<file path="config.mk">
export PLATFORM = sky130hd
export DESIGN_NAME = bit_timer
export DESIGN_NICKNAME = d
export VERILOG_FILES = /design/src/rtl/bit_timer.sv
export SDC_FILE = /design/constraint.sdc
export NUM_CORES = 1
export LEC_CHECK = 0
export CAP_MARGIN = 10
export CORE_MARGIN = 2
export CORE_UTILIZATION = 60
export CTS_BUF_LIST = sky130_fd_sc_hd__clkbuf_8
export CTS_CLUSTER_DIAMETER = 80
export DETAILED_ROUTE_END_ITERATION = 16
export PLACE_DENSITY = 0.87
export SYNTH_ARGS = -nofsm -noshare
export SYNTH_HDL_FRONTEND = slang
export SYNTH_SLANG_ARGS = --single-unit
</file>
<file path="constraint.sdc">
create_clock -name clk -period 2.65 [get_ports clk]
set_input_delay 0.795 -clock clk [delete_from_list [all_inputs] [get_ports clk]]
set_output_delay 0.795 -clock clk [all_outputs]
set_load 0.02 [all_outputs]
</file>
<file path="src/rtl/bit_timer.sv">
// bit_timer: times N bit periods of P clocks, strobing mid-bit and pulsing done after the last bit
module bit_timer #(
  parameter int CNT_BITS     = 4,
  parameter int BIT_CNT_BITS = 4
) (
  input  logic                    clk,
  input  logic                    n_rst,
  input  logic                    enable_timer,
  input  logic                    abort,
  input  logic [CNT_BITS-1:0]     clks_per_bit,
  input  logic [BIT_CNT_BITS-1:0] num_bits,
  output logic                    shift_strobe,
  output logic [BIT_CNT_BITS-1:0] bit_index,
  output logic                    busy,
  output logic                    packet_done
);
  typedef enum logic [1:0] {IDLE, HALF, RUN, DONE} state_t;
  localparam logic [CNT_BITS-1:0]     C1 = 1;
  localparam logic [CNT_BITS-1:0]     C2 = 2;
  localparam logic [BIT_CNT_BITS-1:0] B1 = 1;
  state_t                  state_q;
  logic [CNT_BITS-1:0]     cnt_q, p_q, h_q, p_d;
  logic [BIT_CNT_BITS-1:0] n_q, n_d, idx_inc;
  assign p_d     = (clks_per_bit < C2) ? C2 : clks_per_bit;
  assign n_d     = (num_bits == '0) ? B1 : num_bits;
  assign idx_inc = bit_index + B1;
  // packet sequencer: half-bit lead-in, then full bit periods, then a single done cycle
  always_ff @(posedge clk or negedge n_rst) begin
    if (!n_rst) begin
      state_q      <= IDLE;
      cnt_q        <= '0;
      p_q          <= '0;
      h_q          <= '0;
      n_q          <= '0;
      bit_index    <= '0;
      busy         <= 1'b0;
      shift_strobe <= 1'b0;
      packet_done  <= 1'b0;
    end else begin
      shift_strobe <= 1'b0;
      packet_done  <= 1'b0;
      if (abort) begin
        state_q   <= IDLE;
        cnt_q     <= '0;
        bit_index <= '0;
        busy      <= 1'b0;
      end else begin
        unique case (state_q)
          IDLE: if (enable_timer) begin
            state_q   <= HALF;
            cnt_q     <= C1;
            p_q       <= p_d;
            h_q       <= p_d >> 1;
            n_q       <= n_d;
            bit_index <= '0;
            busy      <= 1'b1;
          end
          HALF: if (cnt_q == h_q) begin
            shift_strobe <= 1'b1;
            cnt_q        <= C1;
            state_q      <= (n_q == B1) ? DONE : RUN;
          end else begin
            cnt_q <= cnt_q + C1;
          end
          RUN: if (cnt_q == p_q) begin
            shift_strobe <= 1'b1;
            cnt_q        <= C1;
            bit_index    <= idx_inc;
            state_q      <= (idx_inc == n_q - B1) ? DONE : RUN;
          end else begin
            cnt_q <= cnt_q + C1;
          end
          DONE: begin
            packet_done <= 1'b1;
            busy        <= 1'b0;
            bit_index   <= '0;
            cnt_q       <= '0;
            state_q     <= IDLE;
          end
          default: state_q <= IDLE;
        endcase
      end
    end
  end
endmodule

</file>
## Word-level counts from Yosys, hierarchy flattened

Index checks and enable logic that the tools add are counted.
W data, S select, Z words.

| cells by class | value |
|---|---|
| $add $sub $neg | 3 |
| order comparisons | 1 |
| equality and inequality tests | 10 |
| mux-type cells | 27 |
| bitwise logic cells | 1 |
| reductions and logical operators | 8 |

Operators by type and width:

| cell | number |
|---|---|
| $mux W4 | 9 |
| $pmux W4 S4 | 1 |
| $pmux W4 S3 | 1 |
| $mux W1 | 9 |
| $ne A3 B3 Y1 const B | 3 |
| $reduce_and A3 Y1 | 3 |
| $add A4 B1 Y4 const B | 2 |
| $eq A4 B4 Y1 | 2 |
| $mux W2 | 4 |
| $pmux W2 S4 | 1 |
| $eq A2 B2 Y1 const B | 2 |
| $eq A4 B1 Y1 const B | 1 |
| $eq A4 B3 Y1 | 1 |
| $logic_not A4 Y1 | 1 |
| $lt A4 B2 Y1 const B | 1 |
| $pmux W1 S2 | 2 |
| $reduce_bool A4 Y1 | 1 |
| $sub A4 B1 Y4 const B | 1 |
| $reduce_bool A3 Y1 | 1 |
| $eq A2 B1 Y1 const B | 1 |
| $logic_not A2 Y1 | 1 |
| $reduce_and A2 Y1 | 1 |
| $not A1 Y1 | 1 |

| storage, ports and cells | value |
|---|---|
| register bits after elaboration | 24 |
| output and inout port bits | 7 |
| logic and storage cells | 59 |

## Logic depth before layout (Yosys ltp)

Gate-level depths: netlist (run 1).

| logic depth | value |
|---|---|
| depth after elaboration | 6 |
| mapped depth | 8 |
| mapped depth without buffers | 7 |

## Worst setup path after synthesis (run 1)

Ideal clock, no wire load.

| timing path | value |
|---|---|
| path kind | input to register |
| start | input abort |
| end | register n_q[2] |
| setup time | 0.125 ns |
| arrival | 1.696 ns |
| required time | 2.525 ns |
| setup slack | 0.829 ns |
| stages | 5 |
| path buffers | 2 |
| cells stage by stage | buf_4 nor2b_1 nand2_1 clkbuf_1 mux2_2 |

| between the ends | value |
|---|---|
| longest elaborated chain between the ends | 2 |

Ends and longest elaborated chain:

| what | RTL line | text |
|---|---|---|
| start: declaration | 9 | `input logic abort,` |
| $not A1 Y1 (no line) | n/a |  |
| $reduce_and A3 Y1 (no line) | n/a |  |
| end signal: assignment | 54 | `n_q <= n_d;` |
| end: declaration | 23 | `logic [BIT_CNT_BITS-1:0] n_q, n_d, idx_inc;` |

No other way between the ends.
A chain may end at the register's enable or synchronous reset.

## Worst setup path in the final report (run 1)

| timing path | value |
|---|---|
| start | input abort |
| end | register bit_index[1] |

| between the ends | value |
|---|---|
| longest elaborated chain between the ends | 2 |
| elaborated cells on any way between the ends | 5 |
| classes of those cells | eq/ne (2); mux (1); reduce/logical (2) |

Ends and longest elaborated chain:

| what | RTL line | text |
|---|---|---|
| $ne A3 B3 Y1 (no line) or $reduce_bool A4 Y1 (tied branches) | n/a |  |
| $reduce_and A3 Y1 (no line) | n/a |  |
| end signal: assignment | 68 | `bit_index <= idx_inc;` |
| end: declaration | 13 | `output logic [BIT_CNT_BITS-1:0] bit_index,` |

Parallel ways exist; a longest one is shown, timed or not.

==> results of run 1 <==
-- worst register-to-register path: cells and delay by family (launching register included) --
kind                     cells  cell delay, ps
adder cells (fa/ha/maj)      1             380
flip-flops                   1             430
buffers and inverters        1             130
AO/OA/AOI/OAI                4            1090
-- cells by family (layout without fill, tap and decap cells) --
| kind of cell | count (synthesis) | after routing | share of synthesized area (%) |
|---|---|---|---|
| AND/OR/NAND/NOR | 34 | 34 | 13.95 |
| AO/OA/AOI/OAI | 34 | 34 | 21.44 |
| buffers and inverters | 11 | 31 | 3.510 |
| flip-flops | 21 | 21 | 39.85 |
| adder cells (fa/ha/maj) | 8 | 8 | 7.590 |
| multiplexers | 6 | 6 | 5.028 |
| XOR/XNOR | 13 | 13 | 8.634 |
-- final timing paths --
| kind | cells after the start | slack [ps] | startpoint | to |
|---|---|---|---|---|
| setup / recovery | 5 | 420 | abort | bit_index[1] |
| hold / removal | 2 | 500 | p_q[0] | p_q[0] |
| setup reg to reg | 6 | 550 | state_q[0] | cnt_q[3] |
| hold reg to reg | 2 | 500 | p_q[0] | p_q[0] |
| max in group asynchronous | 2 | 1570 | n_rst | cnt_q[2] |
| min in group asynchronous | 2 | 870 | n_rst | cnt_q[0] |
-- metrics by stage --
step / instance area, um2 / power [W] / std cells
after floorplan: 1319 / 0.001035 / 127
after global placement: 1524 / 0.001163 / 170
after detailed placement: 1524 / 0.001188 / 170
after CTS: 1569 / 0.001399 / 174
after global routing: 1569 / 0.001497 / 174
final: 1569 / 0.001397 / 174
-- where the power goes --
part / internal, W / switching (W) / leakage, nW
clock network: 0.000103 / 0.0000999 / 0.0269
logic: 0.000312 / 0.000365 / 0.409
registers: 0.000413 / 0.000104 / 0.272
-- synthesized netlist by cell type, drive strengths merged (2+ instances only) --
library cell / number
a21oi: 4
a22o: 2
a31o: 2
a31oi: 2
clkbuf: 2
dfrtp: 21
ha: 8
inv: 8
mux2: 5
nand2: 7
nand3: 3
nor2: 7
nor2b: 4
nor3: 5
o21a: 3
o21ai: 9
o31ai: 2
o41ai: 2
or2: 2
xnor2: 4
xor2: 9
-- flip-flops by register name (all words and copies together) (netlist names) --
| register | count |
|---|---|
| busy | 1 |
| cnt_q | 4 |
| n_q | 4 |
| bit_index | 4 |
| state_q | 2 |
| shift_strobe | 1 |
| p_q | 4 |
| packet_done | 1 |
-- final cells by class --
cell class                 instances  share of cell area [%]
clock buffer                       3                   2.632
clock inverter                     1                  0.2392
inverter                           8                   1.914
multi-input combinational         95                   47.61
sequential                        21                   33.49
tap                               27                   2.153
timing repair buffer              19                   11.96
-- routing by layer --
| metal | vias up | global-route usage (%) | share of wire (%) | routed length (um) |
|---|---|---|---|---|
| met2 | 32 | 39.25 | 48 | 1297 |
| met4 | 0 | 12.16 | 3.5 | 94 |
| met1 | 486 | 31.03 | 45 | 1215 |
| met5 | - | 0 | 0 | 0 |
| li1 | 492 | - | - | - |
| met3 | 9 | 3.801 | 3.8 | 104 |
==> impl_metrics.yaml, run 1 <==
die:
  initial_core_util_pct: 65.22
  die_y_um: 50.88
  rows: 16
  io_pins: 19
  die_w_um: 50.88
  core_um2: 2022
  die_area_um2: 2589
sta:
  hold_slack_ps: 503.0
  worst_pin_slew_ps: 463.6
  max_slew_margin_pct: 68.91
  fin_crit_ps: 2228
  fin_tns_setup_ps: 0
  hold_violations: 0
  fmax_ghz: 0.4489
  drv_slew: 0
  rsz0062_at_grt: "false"
  setup_slack_ps: 422.3
  setup_viol: 0
  finClkSkew_ps: 1.823
  post-route-period-util_pct: 84.06
pwr:
  power_density_nw_per_um2: 890.4
  peakVddDrop_uv: 562.9
  p_leak_nw: 0.7078
finish:
  multiInputGateArea_um2: 747.0
  nets: 168
  antenna_cells: 0
  utilization_pct: 77.60
  nFillCells: 132
  final_cell_mix: "dfrtp_1 (21), clkdlybuf4s50_1 (18), inv_1 (9), xor2_1 (9), ha_1 (8)"
  syn_to_final_growth_pct: 18.97
  layout-drive-gt1-share_pct: 12.93
  layout_commonest_cell: "dfrtp_1"
  seqCellArea_um2: 525.5
synthesis:
  synth.cell_area_um2: 1319
  ys_ff_latch: 21
  yosys.area.top_type: "dfrtp_1"
  synth_top_flop_cell: "dfrtp_1"
  synth_top_cell_area_share_pct: 39.85
  yosysUniqueCellTypes: 46
  synthArstFlopShare_pct: 100.0
  synth_nets: 147
  syn_avg_cell_area_um2: 10.38
  synth.top_cells.by_area: "dfrtp_1 (40%), ha_1 (7.6%), xor2_1 (6.0%), mux2_2 (4.3%), xnor2_1 (2.7%)"
  synth_seq_area_share_pct: 39.85
  yosys_warnings: 0
  syn-instance-count: 127
  synth_edf_count: 0
cts:
  htreeDepth: 1
  clockBufferDepth: 2
  path_clk_slew_ps: 70
  cts-resized-gates: 0
  cts_sinks: 21
  hold_buffers: 0
  cts_tree: "yes"
  clk_latency_ps: 260
  cts_root_buf: "clkbuf_8"
  cts_buffers: 3
  post_cts_buffers: 0
worst_hold_path:
  hold_class: "flip-flop to flip-flop"
setup_path:
  arrival_ps: 2370
  crit_family: "simple AND/OR/NAND/NOR gates"
  crit_required_ps: 2790
  crit_buf_inv: 1
  crit_path_max_incr_delay_ps: 640
  crit_type: "input port to flip-flop"
  worstSetupStartpointType: "input port"
  worst-path-max-fanout: 9
  cp_cell_sequence: "clkdlybuf4s50_1, nor2b_1, and2b_1, or2_1, a22o_1"
  cp_slowest_cell: "clkdlybuf4s50_1"
  endpoint_kind: "flip-flop"
global_routing:
  gr-total-overflow: 0
  antenna_found_initial: 0
  grt_max_degree: 22
  grt_pass1_vias: 940
  grt_pass1_wl_um: 4512
  grt.total_usage_pct: 24.05
placement:
  dp_slack_ps: 230.7
  place.gp.congestion: 0.8646
  dp_hpwl_um: 1958
  numPortBuffers: 18
route:
  routed_via_density: 5.856
  drc: 0
  drt_wl_total_um: 2712
  drtAntennaViolNets: 0
  initialDrtViolationCount: 20
  first_pass_iters: 4
  vias: 1019
  wl_per_cell_um: 15.59
run_status:
  outcome: "completed"
run:
  maxCapViolCount: 0
No activity file was read; power rests on OpenSTA's default activity.
==> inputs of run 2 (changes only) <==
--- a/config.mk
+++ b/config.mk
@@ -7,11 +7,11 @@
 export LEC_CHECK = 0
 export CAP_MARGIN = 10
 export CORE_MARGIN = 2
-export CORE_UTILIZATION = 60
+export CORE_UTILIZATION = 50
 export CTS_BUF_LIST = sky130_fd_sc_hd__clkbuf_8
 export CTS_CLUSTER_DIAMETER = 80
 export DETAILED_ROUTE_END_ITERATION = 16
-export PLACE_DENSITY = 0.87
+export PLACE_DENSITY = 0.77
 export SYNTH_ARGS = -nofsm -noshare
 export SYNTH_HDL_FRONTEND = slang
 export SYNTH_SLANG_ARGS = --single-unit
==> constraint.sdc (replaced) <==
create_clock -name clk -period 2 [get_ports clk]
set_input_delay 0.6 -clock clk [delete_from_list [all_inputs] [get_ports clk]]
set_output_delay 0.6 -clock clk [all_outputs]
set_load 0.02 [all_outputs]
==> run 2 against run 1 <==
Sequential power up 30%. Design area rose by 5.7%. Sequential share of layout area is 1.8 points lower. First-iteration DRC count shrank 10%. Largest power group unchanged. Utilization decreased by 11 points. Critical path depth down 4. Power rose by 39%.
==> impl_metrics.yaml, run 2 (same netlist as run 1, synthesis figures left out) <==
cts:
  htreeDepth: 1
  cts_root_buf: "clkbuf_8"
  cts-resized-gates: 0
  hold_buffers: 0
  cts_tree: "yes"
  cts_buffers: 3
  post_cts_buffers: 0
  cts_sinks: 21
  clk_latency_ps: 260
  path_clk_slew_ps: 80
  clockBufferDepth: 2
sta:
  worst_pin_slew_ps: 403.8
  fin_crit_ps: 1894
  setup_viol: 0
  post-route-period-util_pct: 94.68
  setup_slack_ps: 106.4
  hold_slack_ps: 536.7
  hold_violations: 0
  drv_slew: 0
  fmax_ghz: 0.5281
  rsz0062_at_grt: "false"
  max_slew_margin_pct: 72.92
  finClkSkew_ps: 1.552
die:
  die_y_um: 55.36
  initial_core_util_pct: 53.23
  die_area_um2: 3064
  die_w_um: 55.36
  io_pins: 19
  rows: 18
  core_um2: 2477
worst_hold_path:
  whs_path_depth: 1
  holdCritStartpoint: "n_q[1]"
  hold_class: "flip-flop to flip-flop"
  hold_end: "n_q[1]"
pwr:
  power_density_nw_per_um2: 1174
  finalPower_w: 0.001946
  p_leak_nw: 0.7801
  peakVddDrop_uv: 733.1
finish:
  final-instance-count-excl-fill: 188
  utilization_pct: 66.92
  antenna_cells: 0
  syn_to_final_growth_pct: 25.71
  layout_commonest_cell: "dfrtp_1"
  final_cell_mix: "dfrtp_1 (21), clkdlybuf4s50_1 (17), buf_4 (12)"
  layout-drive-gt1-share_pct: 18.99
  nets: 179
setup_path:
  endpoint_kind: "output pin"
  crit_family: "buffers and inverters"
  worstSetupStartpointType: "flip-flop"
  crit_buf_inv: 1
  worst-path-max-fanout: 5
  arrival_ps: 1290
  rrSetupSlack_ps: 140
  rr_endpoint: "cnt_q[3]"
  cp_slowest_cell: "clkdlybuf4s50_1"
  crit_required_ps: 1400
  rr_worst_depth: 6
  rr_startpoint: "state_q[0]"
  cp_cell_sequence: "clkdlybuf4s50_1"
  crit_path_max_incr_delay_ps: 620
  crit_type: "flip-flop to output pin"
route:
  vias: 1045
  drt_wl_total_um: 2802
  drc: 0
  drtAntennaViolNets: 0
  initialDrtViolationCount: 18
  wl_per_cell_um: 14.90
  routed_via_density: 5.559
  first_pass_iters: 4
global_routing:
  grt_pass1_vias: 1104
  gr-total-overflow: 0
  grt_max_degree: 22
  antenna_found_initial: 0
  grt.total_usage_pct: 20.33
  grt_pass1_wl_um: 4885
placement:
  place.gp.congestion: 0.7985
  dp_hpwl_um: 2206
  dp_slack_ps: -63.33
  numPortBuffers: 18
  placed_cells: 184
run_status:
  outcome: "completed"
run:
  maxCapViolCount: 0
-- run 2: cell count changes in the layout (fill, tap and decap cells not counted) --
cell	previous run	this run
buf_4	1	12
clkdlybuf4s50_1	18	17
dlymetal6s2s_1	0	1
-- run 2: cell type report --
type                            count  area, um2
Tap cell                           30      37.54
Clock buffer                        3      41.29
Clock inverter                      1      3.754
Inverter                            8      30.03
Multi-Input combinational cell     95      747.0
Sequential cell                    21      525.5
Fill cell                         212      819.5
Timing Repair Buffer               30      272.8
-- run 2: metal layers --
layer,vias to the layer above,routed length (um),global-route usage [%]
met5,-,0,0
met4,0,39,8.362
met3,4,100,3.513
met2,25,1455,35.88
met1,503,1206,24.22
li1,513,-,-
-- run 2: through the flow --
| stage | cell area (um2) | TNS (ps) |
|---|---|---|
| after CTS | 1655 | 0 |
| final | 1658 | 0 |
| after floorplan | 1319 | 0 |
| after global placement | 1610 | -18.96 |
| after global routing | 1658 | 0 |
| after detailed placement | 1610 | -315.8 |
-- run 2: power by group --
| group | total (W) | internal [W] | switching [W] |
|---|---|---|---|
| sequential | 0.000672 | 0.000547 | 0.000126 |
| clock | 0.000279 | 0.000137 | 0.000142 |
| combinational | 0.000994 | 0.000471 | 0.000523 |
-- run 2: worst max path at each step --
stage	from	endpoint	slack (ps)	depth (start not counted)
after floorplan	cnt_q[1]	state_q[0]	300	5
after global placement	abort	bit_index[1]	-20	5
after detailed placement	abort	bit_index[1]	-60	5
after CTS	bit_index[0]	bit_index[0]	8	1
after global routing	state_q[0]	cnt_q[3]	20	6
final	bit_index[2]	bit_index[2]	110	1
==> edit, RTL diff (config.mk and constraints of run 2) <==
Reset style: synchronous (`n_rst`), changed in one clocked block.
--- a/src/rtl/bit_timer.sv
+++ b/src/rtl/bit_timer.sv
@@ -27,3 +27,3 @@
   // packet sequencer: half-bit lead-in, then full bit periods, then a single done cycle
-  always_ff @(posedge clk or negedge n_rst) begin
+  always_ff @(posedge clk) begin
     if (!n_rst) begin
Behaviour: differs if n_rst is asserted again (counterexample within 4 cycles, from zero or initial values and one cycle with n_rst low); with n_rst held inactive, the same outputs for 10 cycles.
==> edit against run 2 <==
  * Synthesized cell count grew 7.1%
  * Synthesized area decreased by 8.9%
  * Design area shrank 11%
  * Setup slack lost 35 ps
  * Fmax fell by 1.8%
  * Routed wire length is 11% lower
  * First-iteration DRC count is 39% higher
  * Sequential cell count stayed put
  * Worst hold slack got worse by 56 ps
Power is not compared: it rests on default switching activity, and its combinational part moved more than twofold at a synthesized area within 25%.
==> edit: results (changes against run 2) <==
.. list-table::
   :header-rows: 1

   * - Metric
     - Value
   * - Yosys warning count
     - 0 (unchanged)
   * - Wire length of the first global-routing pass
     - 4400 µm (-9.9%)
   * - Commonest register cell after synthesis
     - sky130_fd_sc_hd__dfxtp_1
   * - Number of post-CTS setup repair buffers
     - 0 (unchanged)
   * - Most frequent cells after synthesis
     - sky130_fd_sc_hd__dfxtp_1 (21), sky130_fd_sc_hd__nand2_1 (18), sky130_fd_sc_hd__nor2_1 (15)
   * - Post-route non-filler standard cell count
     - 187 (-0.53%)
   * - Kind of cell with the highest combined delay on the critical path
     - buffers and inverters
   * - Data arrival time of the critical path
     - 1330 ps (+40 ps)
   * - Post-route clock skew
     - 1.53 ps (-0.0175 ps)
   * - GPL Wtd Cong
     - 0.929 (+16%)
   * - Switching share of power
     - 0.269
   * - Cell types occupying the most area after synthesis
     - sky130_fd_sc_hd__dfxtp_1 (35%), sky130_fd_sc_hd__ha_1 (8.3%), sky130_fd_sc_hd__xor2_1 (6.6%), sky130_fd_sc_hd__nand2_1 (5.6%), sky130_fd_sc_hd__nor2_1 (4.7%)
   * - Maximum number of pins on one net before global-route repair
     - 12 (-45%)
   * - Worst-path maximum fanout
     - 6 (+1)
   * - Vias per cell
     - 5.61 (+0.92%)
   * - DRC marker count from the first detailed-route iteration
     - 25 (+7)
   * - Area after DPL
     - 1430 µm² (-11%)
   * - Count of cell types in the netlist
     - 33 (-28%)
   * - Fraction of layout cells with a size suffix above 1
     - 0.0818 (-0.108)
   * - Average wire length per cell after detail routing
     - 13.4 µm (-10%)
   * - Growth of design area from synthesis to finish
     - 23.1%
   * - Via count of the first global-routing pass
     - 1008 (-8.7%)
   * - Number of antenna cells inserted
     - 0 (unchanged)
   * - GR Util All Layers
     - 0.214 (+0.0108)
   * - Post-Synthesis Net Count
     - 156 (+6.1%)
   * - HPWL reported at the end of detailed placement
     - 1930 µm (-12%)
   * - Final net count
     - 180 (+0.56%)
   * - Result of the run
     - complete, no violations
   * - Worst-skew pair later-pin latency
     - 260 ps (about the same)
   * - Sequential area share after synthesis
     - 0.350 (-0.0485)
   * - Critical Path Max Stage Delay
     - 640 ps (+20 ps)
   * - Fraction of synthesis flops using an asynchronous set or reset pin
     - 0 (-1.00)
   * - Avg Synthesized Cell Area
     - 8.83 µm² (-15%)
   * - Rel. slew slack
     - 0.686 (-0.0436)
   * - Number of fillers in the final layout
     - 204 (-3.8%)
[edit: worst paths after layout]
path                start      endpoint  slack [ps]  cells past startpoint
max          bit_index[2]  bit_index[2]          70                      1
min                p_q[0]        p_q[0]         480                      2
max reg2reg      cnt_q[0]    state_q[0]         160                      5
min reg2reg        p_q[0]        p_q[0]         480                      2
[edit: through the flow]
stage | power (mW) | worst slack (ps)
floorplan | 0.558 | 361
detailed placement | 0.616 | 76.2
global placement | 0.609 | 86.6
CTS | 0.886 | 34.0
finish | 0.880 | 71.9
global route | 0.918 | 9.57
[edit: kinds of logic (layout without fill, tap and decap cells)]
family                   count (synthesis)  after routing  synth area share
XOR/XNOR                                15             15             0.109
adder cells (fa/ha/maj)                  8              8            0.0833
buffers and inverters                    6             29            0.0187
flip-flops                              21             21             0.350
multiplexers                             1              1           0.00833
AO/OA/AOI/OAI                           28             28             0.196
AND/OR/NAND/NOR                         57             57             0.234
[edit: layout make-up]
cell class	count	share of cell area
clock buffers	3	0.0279
clock inverters	1	0.00254
inverters	4	0.0102
multi-input cells	109	0.513
flip-flops and latches	21	0.284
well taps	28	0.0237
repair buffers	21	0.139
[edit: power by group through the flow]
stage | registers (mW) | logic (mW) | clock network (mW)
5_1_grt | 0.450 | 0.178 | 0.290
4_1_cts | 0.447 | 0.161 | 0.278
6_report | 0.447 | 0.161 | 0.271
3_3_place_gp | 0.456 | 0.153 | 0
3_5_place_dp | 0.457 | 0.159 | 0
2_1_floorplan | 0.455 | 0.103 | 0
[edit: per-layer routing]
layer | wire length (µm) | track usage
met4 | 30 | 0.111
met1 | 1160 | 0.264
met5 | 0 | 0
met2 | 1210 | 0.360
met3 | 102 | 0.0282
